**config.mk**
```make
export PLATFORM = sky130hd
export DESIGN_NAME = run_monitor
export DESIGN_NICKNAME = d
export VERILOG_FILES = /design/src/rtl/run_monitor_pkg.sv /design/src/rtl/mon_cycle_counter.sv /design/src/rtl/run_monitor.sv
export SDC_FILE = /design/constraint.sdc
export NUM_CORES = 1
export LEC_CHECK = 0
export BUFFER_PORTS_ARGS = -buffer_cell sky130_fd_sc_hd__buf_4
export CAP_MARGIN = 30
export CELL_PAD_IN_SITES_DETAIL_PLACEMENT = 0
export CELL_PAD_IN_SITES_GLOBAL_PLACEMENT = 1
export CORE_ASPECT_RATIO = 1.25
export CORE_MARGIN = 4
export CORE_UTILIZATION = 30
export CTS_CLUSTER_DIAMETER = 100
export DETAILED_ROUTE_END_ITERATION = 7
export PLACE_DENSITY = 0.73
export SLEW_MARGIN = 10
export SYNTH_ARGS = -nofsm -noshare
export SYNTH_HDL_FRONTEND = slang
export SYNTH_HIERARCHICAL = 1
export SYNTH_SLANG_ARGS = --single-unit
export TNS_END_PERCENT = 1
```
**constraint.sdc**
```tcl
create_clock -name clk_i -period 4.35 [get_ports clk_i]
set_input_delay 0.435 -clock clk_i [delete_from_list [all_inputs] [get_ports clk_i]]
set_output_delay 0.435 -clock clk_i [all_outputs]
set_load 0.05 [all_outputs]
```
**src/rtl/run_monitor_pkg.sv**
```systemverilog
// Shared types and defaults for the run-completion monitor.
package run_monitor_pkg;

  typedef enum logic [1:0] {
    StIdle,
    StRun,
    StCheck,
    StDone
  } mon_state_t;

  localparam logic [31:0] FIN_ADDR_DEFAULT = 32'h0000_00bc;
  localparam int unsigned RF_AW            = 5;

endpackage

```
**src/rtl/mon_cycle_counter.sv**
```systemverilog
// Saturating cycle counter with clear/enable and a terminal compare against limit_i-1.
module mon_cycle_counter
  import run_monitor_pkg::*;
#(
  parameter int unsigned Width = 32
) (
  input  logic             clk_i,
  input  logic             rst_ni,
  input  logic             clr_i,
  input  logic             en_i,
  input  logic [Width-1:0] limit_i,
  output logic [Width-1:0] count_o,
  output logic             term_o
);

  logic [Width-1:0] count_d, count_q;

  always_comb begin
    count_d = count_q;
    if (clr_i) begin
      count_d = '0;
    end else if (en_i && (count_q != '1)) begin
      count_d = count_q + Width'(1);
    end
  end

  always_ff @(posedge clk_i or negedge rst_ni) begin
    if (!rst_ni) begin
      count_q <= '0;
    end else begin
      count_q <= count_d;
    end
  end

  assign count_o = count_q;
  // A zero limit disables the terminal match entirely.
  assign term_o  = (limit_i != '0) && (count_q == limit_i - Width'(1));

endmodule

```
**src/rtl/run_monitor.sv**
```systemverilog
// Run-completion checker: waits for the finish PC or a timeout, then checks register slots.
// Define RUN_MONITOR_ALLCHK_EN to visit every slot instead of stopping at the first mismatch.
module run_monitor
  import run_monitor_pkg::*;
#(
  parameter int unsigned Xlen = 32,
  parameter int unsigned Nchk = 4,
  parameter int unsigned RfAw = RF_AW,
  parameter int unsigned CntW = 32,
  localparam int unsigned IdxW = (Nchk > 1) ? $clog2(Nchk) : 1
) (
  input  logic              clk_i,
  input  logic              rst_ni,
  input  logic              start_i,
  input  logic [Xlen-1:0]   fin_addr_i,
  input  logic [CntW-1:0]   timeout_cycles_i,
  input  logic [Xlen-1:0]   pc_i,
  input  logic [Nchk-1:0]   chk_en_i,
  input  logic [Nchk*RfAw-1:0] chk_addr_i,
  input  logic [Nchk*Xlen-1:0] chk_exp_i,
  output logic [RfAw-1:0]   rf_raddr_o,
  input  logic [Xlen-1:0]   rf_rdata_i,
  output logic              busy_o,
  output logic              done_o,
  output logic              pass_o,
  output logic              fail_timeout_o,
  output logic              fail_mismatch_o,
  output logic [Nchk-1:0]   fail_vec_o,
  output logic [IdxW-1:0]   fail_idx_o,
  output logic [Xlen-1:0]   fail_got_o,
  output logic [CntW-1:0]   cycle_count_o
);

  mon_state_t      state_d, state_q;
  logic [IdxW-1:0] idx_d, idx_q;
  logic            pass_d, pass_q;
  logic            fail_timeout_d, fail_timeout_q;
  logic            fail_mismatch_d, fail_mismatch_q;
  logic [Nchk-1:0] fail_vec_d, fail_vec_q;
  logic [IdxW-1:0] fail_idx_d, fail_idx_q;
  logic [Xlen-1:0] fail_got_d, fail_got_q;

  logic            cnt_clr, cnt_en, cnt_term;
  logic [RfAw-1:0] slot_addr;
  logic [Xlen-1:0] slot_exp;
  logic            slot_bad, slot_last, check_end;

  mon_cycle_counter #(
    .Width(CntW)
  ) u_cycle_counter (
    .clk_i  (clk_i),
    .rst_ni (rst_ni),
    .clr_i  (cnt_clr),
    .en_i   (cnt_en),
    .limit_i(timeout_cycles_i),
    .count_o(cycle_count_o),
    .term_o (cnt_term)
  );

  assign slot_addr = chk_addr_i[int'(idx_q)*RfAw +: RfAw];
  assign slot_exp  = chk_exp_i[int'(idx_q)*Xlen +: Xlen];
  assign slot_bad  = chk_en_i[idx_q] && (rf_rdata_i != slot_exp);
  assign slot_last = (idx_q == IdxW'(Nchk - 1));

`ifdef RUN_MONITOR_ALLCHK_EN
  assign check_end = slot_last;
`else
  assign check_end = slot_last | slot_bad;
`endif

  always_comb begin
    state_d         = state_q;
    idx_d           = idx_q;
    pass_d          = pass_q;
    fail_timeout_d  = fail_timeout_q;
    fail_mismatch_d = fail_mismatch_q;
    fail_vec_d      = fail_vec_q;
    fail_idx_d      = fail_idx_q;
    fail_got_d      = fail_got_q;
    cnt_clr         = 1'b0;
    cnt_en          = 1'b0;
    unique case (state_q)
      StIdle, StDone: begin
        if (start_i) begin
          state_d         = StRun;
          idx_d           = '0;
          pass_d          = 1'b0;
          fail_timeout_d  = 1'b0;
          fail_mismatch_d = 1'b0;
          fail_vec_d      = '0;
          fail_idx_d      = '0;
          fail_got_d      = '0;
          cnt_clr         = 1'b1;
        end
      end
      StRun: begin
        // Finish hit takes priority over a coincident timeout.
        if (pc_i == fin_addr_i) begin
          state_d = StCheck;
          idx_d   = '0;
        end else if (cnt_term) begin
          state_d        = StDone;
          fail_timeout_d = 1'b1;
          pass_d         = 1'b0;
        end else begin
          cnt_en = 1'b1;
        end
      end
      StCheck: begin
        if (slot_bad) begin
          fail_vec_d[idx_q] = 1'b1;
          fail_mismatch_d   = 1'b1;
          // Only the lowest mismatching slot is reported in idx/got.
          if (!fail_mismatch_q) begin
            fail_idx_d = idx_q;
            fail_got_d = rf_rdata_i;
          end
        end
        if (check_end) begin
          state_d = StDone;
          pass_d  = ~fail_timeout_q & ~fail_mismatch_d;
        end else begin
          idx_d = idx_q + IdxW'(1);
        end
      end
      default: state_d = StIdle;
    endcase
  end

  always_ff @(posedge clk_i or negedge rst_ni) begin
    if (!rst_ni) begin
      state_q         <= StIdle;
      idx_q           <= '0;
      pass_q          <= 1'b0;
      fail_timeout_q  <= 1'b0;
      fail_mismatch_q <= 1'b0;
      fail_vec_q      <= '0;
      fail_idx_q      <= '0;
      fail_got_q      <= '0;
    end else begin
      state_q         <= state_d;
      idx_q           <= idx_d;
      pass_q          <= pass_d;
      fail_timeout_q  <= fail_timeout_d;
      fail_mismatch_q <= fail_mismatch_d;
      fail_vec_q      <= fail_vec_d;
      fail_idx_q      <= fail_idx_d;
      fail_got_q      <= fail_got_d;
    end
  end

  assign rf_raddr_o      = (state_q == StCheck) ? slot_addr : '0;
  assign busy_o          = (state_q == StRun) || (state_q == StCheck);
  assign done_o          = (state_q == StDone);
  assign pass_o          = pass_q;
  assign fail_timeout_o  = fail_timeout_q;
  assign fail_mismatch_o = fail_mismatch_q;
  assign fail_vec_o      = fail_vec_q;
  assign fail_idx_o      = fail_idx_q;
  assign fail_got_o      = fail_got_q;

endmodule

```
==> results of run 1 <==
-- layer usage --
layer  vias up  part of all wire  global-route usage
met5         -           0.00075                   0
met3        45             0.074              0.0458
met1      3646              0.36               0.254
met2       330              0.53               0.410
met4         4             0.030              0.0761
li1       3638                 -                   -
-- per-stage QoR --
step | hold WS [ns] | total power [mW] | cells | area, sq um
6_report | 0.0858 | 4.85 | 1434 | 10500
5_1_grt | 0.126 | 5.14 | 1434 | 10500
4_1_cts | 0.104 | 4.90 | 1433 | 10500
3_5_place_dp | 0.474 | 4.04 | 1418 | 10100
3_3_place_gp | 0.470 | 4.01 | 1417 | 10100
2_1_floorplan | 0.139 | 2.99 | 776 | 6930
-- Yosys cell counts (3+ instances only) --
master	instances	area, sq um
a211oi_1	6	45.0
a21o_1	3	22.5
a21oi_1	16	80.1
a221o_1	3	30.0
a22o_1	4	35.0
a22oi_1	3	22.5
a31oi_1	6	37.5
and2_1	6	37.5
and3_1	7	43.8
and4_1	4	35.0
buf_1	3	11.3
buf_2	5	25.0
buf_6	4	45.0
clkbuf_1	30	113
dfrtp_1	77	1930
ha_1	9	113
inv_1	20	75.1
mux2i_1	6	60.1
mux4_2	36	811
nand2_1	104	390
nand2b_1	3	18.8
nand3_1	16	80.1
nand3b_1	3	22.5
nand4_1	64	400
nor2_1	63	236
nor3_1	16	80.1
nor4_1	13	81.3
nor4_2	5	62.6
o211ai_1	38	285
o21ai_0	13	65.1
o311a_1	3	30.0
o31a_1	3	26.3
o31ai_1	8	60.1
or2_2	3	18.8
or3_1	10	62.6
or4_1	15	113
xnor2_1	93	815
xor2_1	26	228
-- power by group through the flow --
stage | registers, mW | logic (mW) | clock network, mW
2_1_floorplan | 1.63 | 1.36 | 0
3_3_place_gp | 1.13 | 2.88 | 0
3_5_place_dp | 1.13 | 2.91 | 0
4_1_cts | 1.12 | 2.91 | 0.874
5_1_grt | 1.15 | 3.09 | 0.902
6_report | 1.12 | 2.88 | 0.850
-- cells in the final DEF (no fill, tap or decap), types with 4 or more instances in the layout --
cell type	count
buf_4	400
nand2_1	104
xnor2_1	93
dfrtp_1	75
nand4_1	64
nor2_1	62
o211ai_1	38
mux4_2	36
xor2_1	26
inv_1	20
nand3_1	16
nor3_1	16
a21oi_1	15
or4_1	15
nor4_1	13
o21ai_0	13
or3_1	10
clkbuf_16	9
ha_1	8
o31ai_1	8
and3_1	7
and2_1	6
a211oi_1	6
mux2i_1	6
a31oi_1	6
nor4_2	5
a22o_1	4
and4_1	4
-- how the worst max path moves through the flow --
| stage | startpoint | to | slack, ns |
|---|---|---|---|
| final | timeout_cycles_i[20] | u_cycle_counter/count_o[22] | 0.40 |
| after global routing | timeout_cycles_i[12] | u_cycle_counter/count_o[19] | 0.13 |
| after CTS | timeout_cycles_i[20] | u_cycle_counter/count_o[22] | 0.43 |
| after detailed placement | timeout_cycles_i[20] | u_cycle_counter/count_o[22] | 0.06 |
| after global placement | timeout_cycles_i[20] | u_cycle_counter/count_o[22] | 0.07 |
| after floorplan | timeout_cycles_i[0] | u_cycle_counter/count_o[9] | 0.43 |
-- cells by family (layout without fill, tap and decap cells) --
| group | Yosys count | count (layout) | synth area share |
|---|---|---|---|
| simple gates | 343 | 343 | 0.256 |
| compound gates | 120 | 120 | 0.125 |
| xor+xnor | 119 | 119 | 0.150 |
| flops | 77 | 77 | 0.278 |
| buf+inv | 63 | 437 | 0.0417 |
| mux | 45 | 45 | 0.133 |
| fa+ha+maj | 9 | 9 | 0.0163 |
| other cells | 0 | 1 | 0 |
-- flip-flops by register name, summed over array words and instances (netlist names) --
name,count
fail_got_o,32
u_cycle_counter/count_o,32
fail_vec_o,4
fail_idx_o,2
idx_q,2
state_q,2
fail_mismatch_o,1
fail_timeout_o,1
pass_o,1
-- final cells by class --
cell class,instances,area [sq um]
tap,283,354
multi-input combinational,636,4730
timing repair buffer,402,3040
inverter,20,75.1
antenna,1,2.50
sequential,77,1930
clock buffer,12,267
clock inverter,3,67.6
fill,2212,12000
-- worst max-delay path: stages --
cell and delay, ns:
buf_4 0.14, or4_1 0.51, or4_1 0.49, or4_1 0.41
a22oi_1 0.27, nand4_1 0.14, nor4_2 0.36, o2111a_1 0.28
a211oi_1 0.07, buf_4 0.18, inv_1 0.11, a31oi_1 0.09
o211ai_1 0.31, buf_4 0.17, xor2_1 0.14, nor2_1 0.05
==> results.py, run 1 <==
metrics = {
    "outcome": {
        "status": "finished, final reports clean",
    },
    "power_and_ir_drop": {
        "p_sw_mw": 2.36,
        "vdd_drop_max_uv": 264,
        "p_sw_frac": 0.486,
        "leakagePower_nw": 4.43,
        "clockPowerShare": 0.175,
        "intPower_mw": 2.49,
        "seq_power_share": 0.231,
        "power.density_mw_per_mm2": 463,
        "p_comb_frac": 0.594,
    },
    "clock_tree": {
        "numCtsBuffers": 9,
        "cts_resized": 0,
        "insertion_delay_ns": 0.34,
        "cts_root_buffer": "clkbuf_16",
        "hold_buffers": 0,
        "clk_path_buf_depth": 2,
        "cts.sinks": 77,
        "clk_pin_slew_ns": 0.06,
        "cts_tree": "yes",
        "post_cts_buffers": 0,
        "htreeDepth": 3,
    },
    "placed_design": {
        "io_buffers": 362,
        "hpwl_mm": 24.7,
        "place_ws_ns": 0.0643,
        "gp_congestion": 0.962,
    },
    "routing": {
        "wl_mm": 29.4,
        "num_vias": 7663,
        "dr.pass1.iters": 4,
        "drtIter0Drc": 428,
        "drc": 0,
        "drtAntennaViolNets": 0,
        "via_per_inst": 5.34,
        "detail_route.wl_per_cell_um": 20.5,
    },
    "setup_path": {
        "r2r_cells": 15,
        "r2r_slack_ns": 0.80,
        "critPathMaxFanout": 9,
        "crit_arrival_ns": 4.16,
        "critPathLaunchType": "input pin",
        "timing.rr.end": "u_cycle_counter/count_o[22]",
        "path_class": "input pin to flip-flop",
        "required_ns": 4.56,
        "end_kind": "flip-flop",
        "reg2reg_from": "u_cycle_counter/count_o[6]",
    },
    "yosys": {
        "ys_types": 61,
        "synth_seq_cells": 77,
        "synth_ff_type": "dfrtp_1",
        "netlist_area_sq_mm": 0.00693,
        "synth_seq_area_share": 0.278,
        "syn_inst": 776,
        "syn_nets": 1068,
        "synth_edf_count": 0,
        "yosysWarnings": 6,
        "avgSynthCellArea_sq_um": 8.92,
        "synthArstFlopShare": 1.00,
    },
    "grt": {
        "antenna_found_initial": 3,
        "grt_start_max_net_pins": 53,
        "overflow": 0,
        "grt_pass1_vias": 7858,
        "grt_pass1_wl_mm": 44.0,
        "track_usage": 0.223,
    },
    "timing": {
        "fin_setup_tns_ns": 0,
        "hold_viol_final": 0,
        "maxSlewHeadroom": 0.464,
        "max_freq_ghz": 0.253,
        "rsz0062_at_grt": "no",
        "layout_setup_ws_ns": 0.397,
        "setup_viol": 0,
        "max_slew.worst_pin.slew_ns": 0.796,
        "min_period_ns": 3.95,
        "finalClockSkew_ns": 0.0102,
        "finalMaxSlewViolations": 0,
        "period_share": 0.909,
    },
    "job": {
        "cap_violations": 0,
    },
    "floorplanning": {
        "coreArea_sq_mm": 0.0225,
        "dieWidth_um": 144,
        "dieArea_sq_mm": 0.0256,
        "initial_core_util": 0.308,
        "num_rows": 61,
        "io_pins": 363,
        "die_h_um": 178,
    },
    "layout": {
        "fin_nets": 1438,
        "syn_to_final_growth_pct": 51.1,
        "drive_gt1_frac": 0.412,
        "utilization": 0.465,
    },
    "hold_path": {
        "hold_class": "input pin to asynchronous set/reset pin",
    },
}
Power figures use the tool's default switching activity.
==> run 2, diff against run 1 <==
- CORE_ASPECT_RATIO: 1.25 -> 1.2
==> results.py, run 2 (synthesis gave the netlist of run 1 again) <==
metrics = {
    "setup_path": {
        "max_stage_delay_ns": 0.66,
        "worst-path-buf-inv": 2,
        "path_class": "input pin to flip-flop",
        "r2r_slack_ns": 0.72,
        "critPathLaunchType": "input pin",
        "critPathMaxFanout": 7,
        "required_ns": 4.56,
        "crit_arrival_ns": 4.17,
        "crit_family": "simple AND/OR/NAND/NOR gates",
        "critPathSlowestCell": "a21boi_0",
        "crit_chain": "buf_4 > nor4_2 > nand4_1 > buf_4 > or4_1 > o31a_1 > o2111ai_1 > nor4_2 > o2111a_1 > a211oi_1 > and3_1 > a21boi_0 > nand4_1 > xor2_1 > nor2_1",
        "end_kind": "flip-flop",
    },
    "hold_path": {
        "hold_class": "input pin to asynchronous set/reset pin",
    },
    "clock_tree": {
        "cts_root_buffer": "clkbuf_16",
        "clk_path_buf_depth": 2,
        "htreeDepth": 3,
        "post_cts_buffers": 0,
        "insertion_delay_ns": 0.34,
        "hold_buffers": 0,
        "cts_tree": "yes",
        "cts.sinks": 77,
        "clk_pin_slew_ns": 0.06,
        "cts_resized": 0,
        "numCtsBuffers": 9,
    },
    "routing": {
        "detail_route.wl_per_cell_um": 20.5,
        "num_vias": 7632,
        "via_per_inst": 5.26,
        "drc": 0,
        "wl_mm": 29.7,
        "drtIter0Drc": 494,
        "drtAntennaViolNets": 0,
        "dr.pass1.iters": 5,
    },
    "layout": {
        "final_cell_mix": "buf_4 (388), nand2_1 (104), xnor2_1 (93)",
        "multiInputGateArea_sq_mm": 0.00473,
        "utilization": 0.462,
        "syn_to_final_growth_pct": 50.6,
        "drive_gt1_frac": 0.406,
        "seq_area_sq_mm": 0.00193,
        "nFillCells": 2268,
        "fin_nets": 1426,
        "final_common_cell": "buf_4",
    },
    "timing": {
        "max_freq_ghz": 0.253,
        "maxSlewHeadroom": 0.441,
        "finalMaxSlewViolations": 0,
        "fin_setup_tns_ns": 0,
        "finalClockSkew_ns": 0.0107,
        "hold_viol_final": 0,
        "min_period_ns": 3.95,
        "setup_viol": 0,
        "period_share": 0.908,
        "max_slew.worst_pin.slew_ns": 0.835,
        "rsz0062_at_grt": "no",
        "timing.hold.ws_ns": 0.0534,
    },
    "floorplanning": {
        "die_h_um": 174,
        "io_pins": 363,
        "num_rows": 60,
        "initial_core_util": 0.306,
        "coreArea_sq_mm": 0.0226,
        "dieArea_sq_mm": 0.0256,
        "dieWidth_um": 147,
    },
    "power_and_ir_drop": {
        "seq_power_share": 0.228,
        "power.density_mw_per_mm2": 468,
        "p_sw_frac": 0.485,
        "clockPowerShare": 0.182,
        "leakagePower_nw": 4.39,
        "vdd_drop_max_uv": 257,
        "total_power_mw": 4.88,
        "intPower_mw": 2.51,
        "p_comb_frac": 0.590,
        "p_sw_mw": 2.37,
    },
    "grt": {
        "grt_pass1_wl_mm": 45.4,
        "grt_pass1_vias": 8108,
        "use_met2": 0.400,
        "grt_busiest_layer": "met2",
        "antenna_found_initial": 5,
        "overflow": 0,
        "use_met1": 0.262,
        "grt_util_met3": 0.0469,
        "track_usage": 0.226,
        "grt_start_max_net_pins": 57,
    },
    "outcome": {
        "status": "finished, final reports clean",
    },
    "placed_design": {
        "io_buffers": 362,
        "gp_congestion": 0.953,
        "hpwl_mm": 24.6,
    },
    "job": {
        "cap_violations": 0,
    },
}
[run 2: metal layers]
metal  part of all wire  up-vias
li1                   -     3615
met1               0.38     3613
met2               0.51      342
met3              0.074       56
met4              0.039        6
met5             0.0011        -
[run 2: final cells by class]
type	instances	share of cell area
multi-input combinational	636	0.454
timing repair buffer	390	0.283
sequential	77	0.185
tap	310	0.0372
clock buffer	11	0.0233
clock inverter	5	0.0102
inverter	20	0.00720
antenna	2	0.000480
[run 2: worst paths after layout]
| kind | startpoint | endpoint | cells past startpoint |
|---|---|---|---|
| max | timeout_cycles_i[12] | u_cycle_counter/count_o[15] | 15 |
| min | rst_ni | u_cycle_counter/count_o[0] | 1 |
| max reg2reg | u_cycle_counter/count_o[27] | u_cycle_counter/count_o[15] | 13 |
| min reg2reg | fail_vec_o[1] | fail_vec_o[1] | 1 |
| max in group asynchronous | rst_ni | idx_q[1] | 2 |
| min in group clk_i | rf_rdata_i[24] | fail_got_o[24] | 3 |
[run 2: power groups by stage]
stage	combinational, mW	clock, mW	sequential [mW]
final	2.88	0.890	1.11
after global routing	3.09	0.941	1.15
after CTS	2.90	0.916	1.11
after detailed placement	2.90	0	1.12
after global placement	2.88	0	1.12
after floorplan	1.36	0	1.63
[run 2: per-stage QoR]
stage | setup slack, ns | instance area (sq um) | std cells
floorplan | 0.427 | 6930 | 776
global route | 0.233 | 10400 | 1451
global placement | 0.199 | 10100 | 1433
CTS | 0.489 | 10400 | 1449
finish | 0.399 | 10400 | 1451
detailed placement | 0.131 | 10100 | 1433
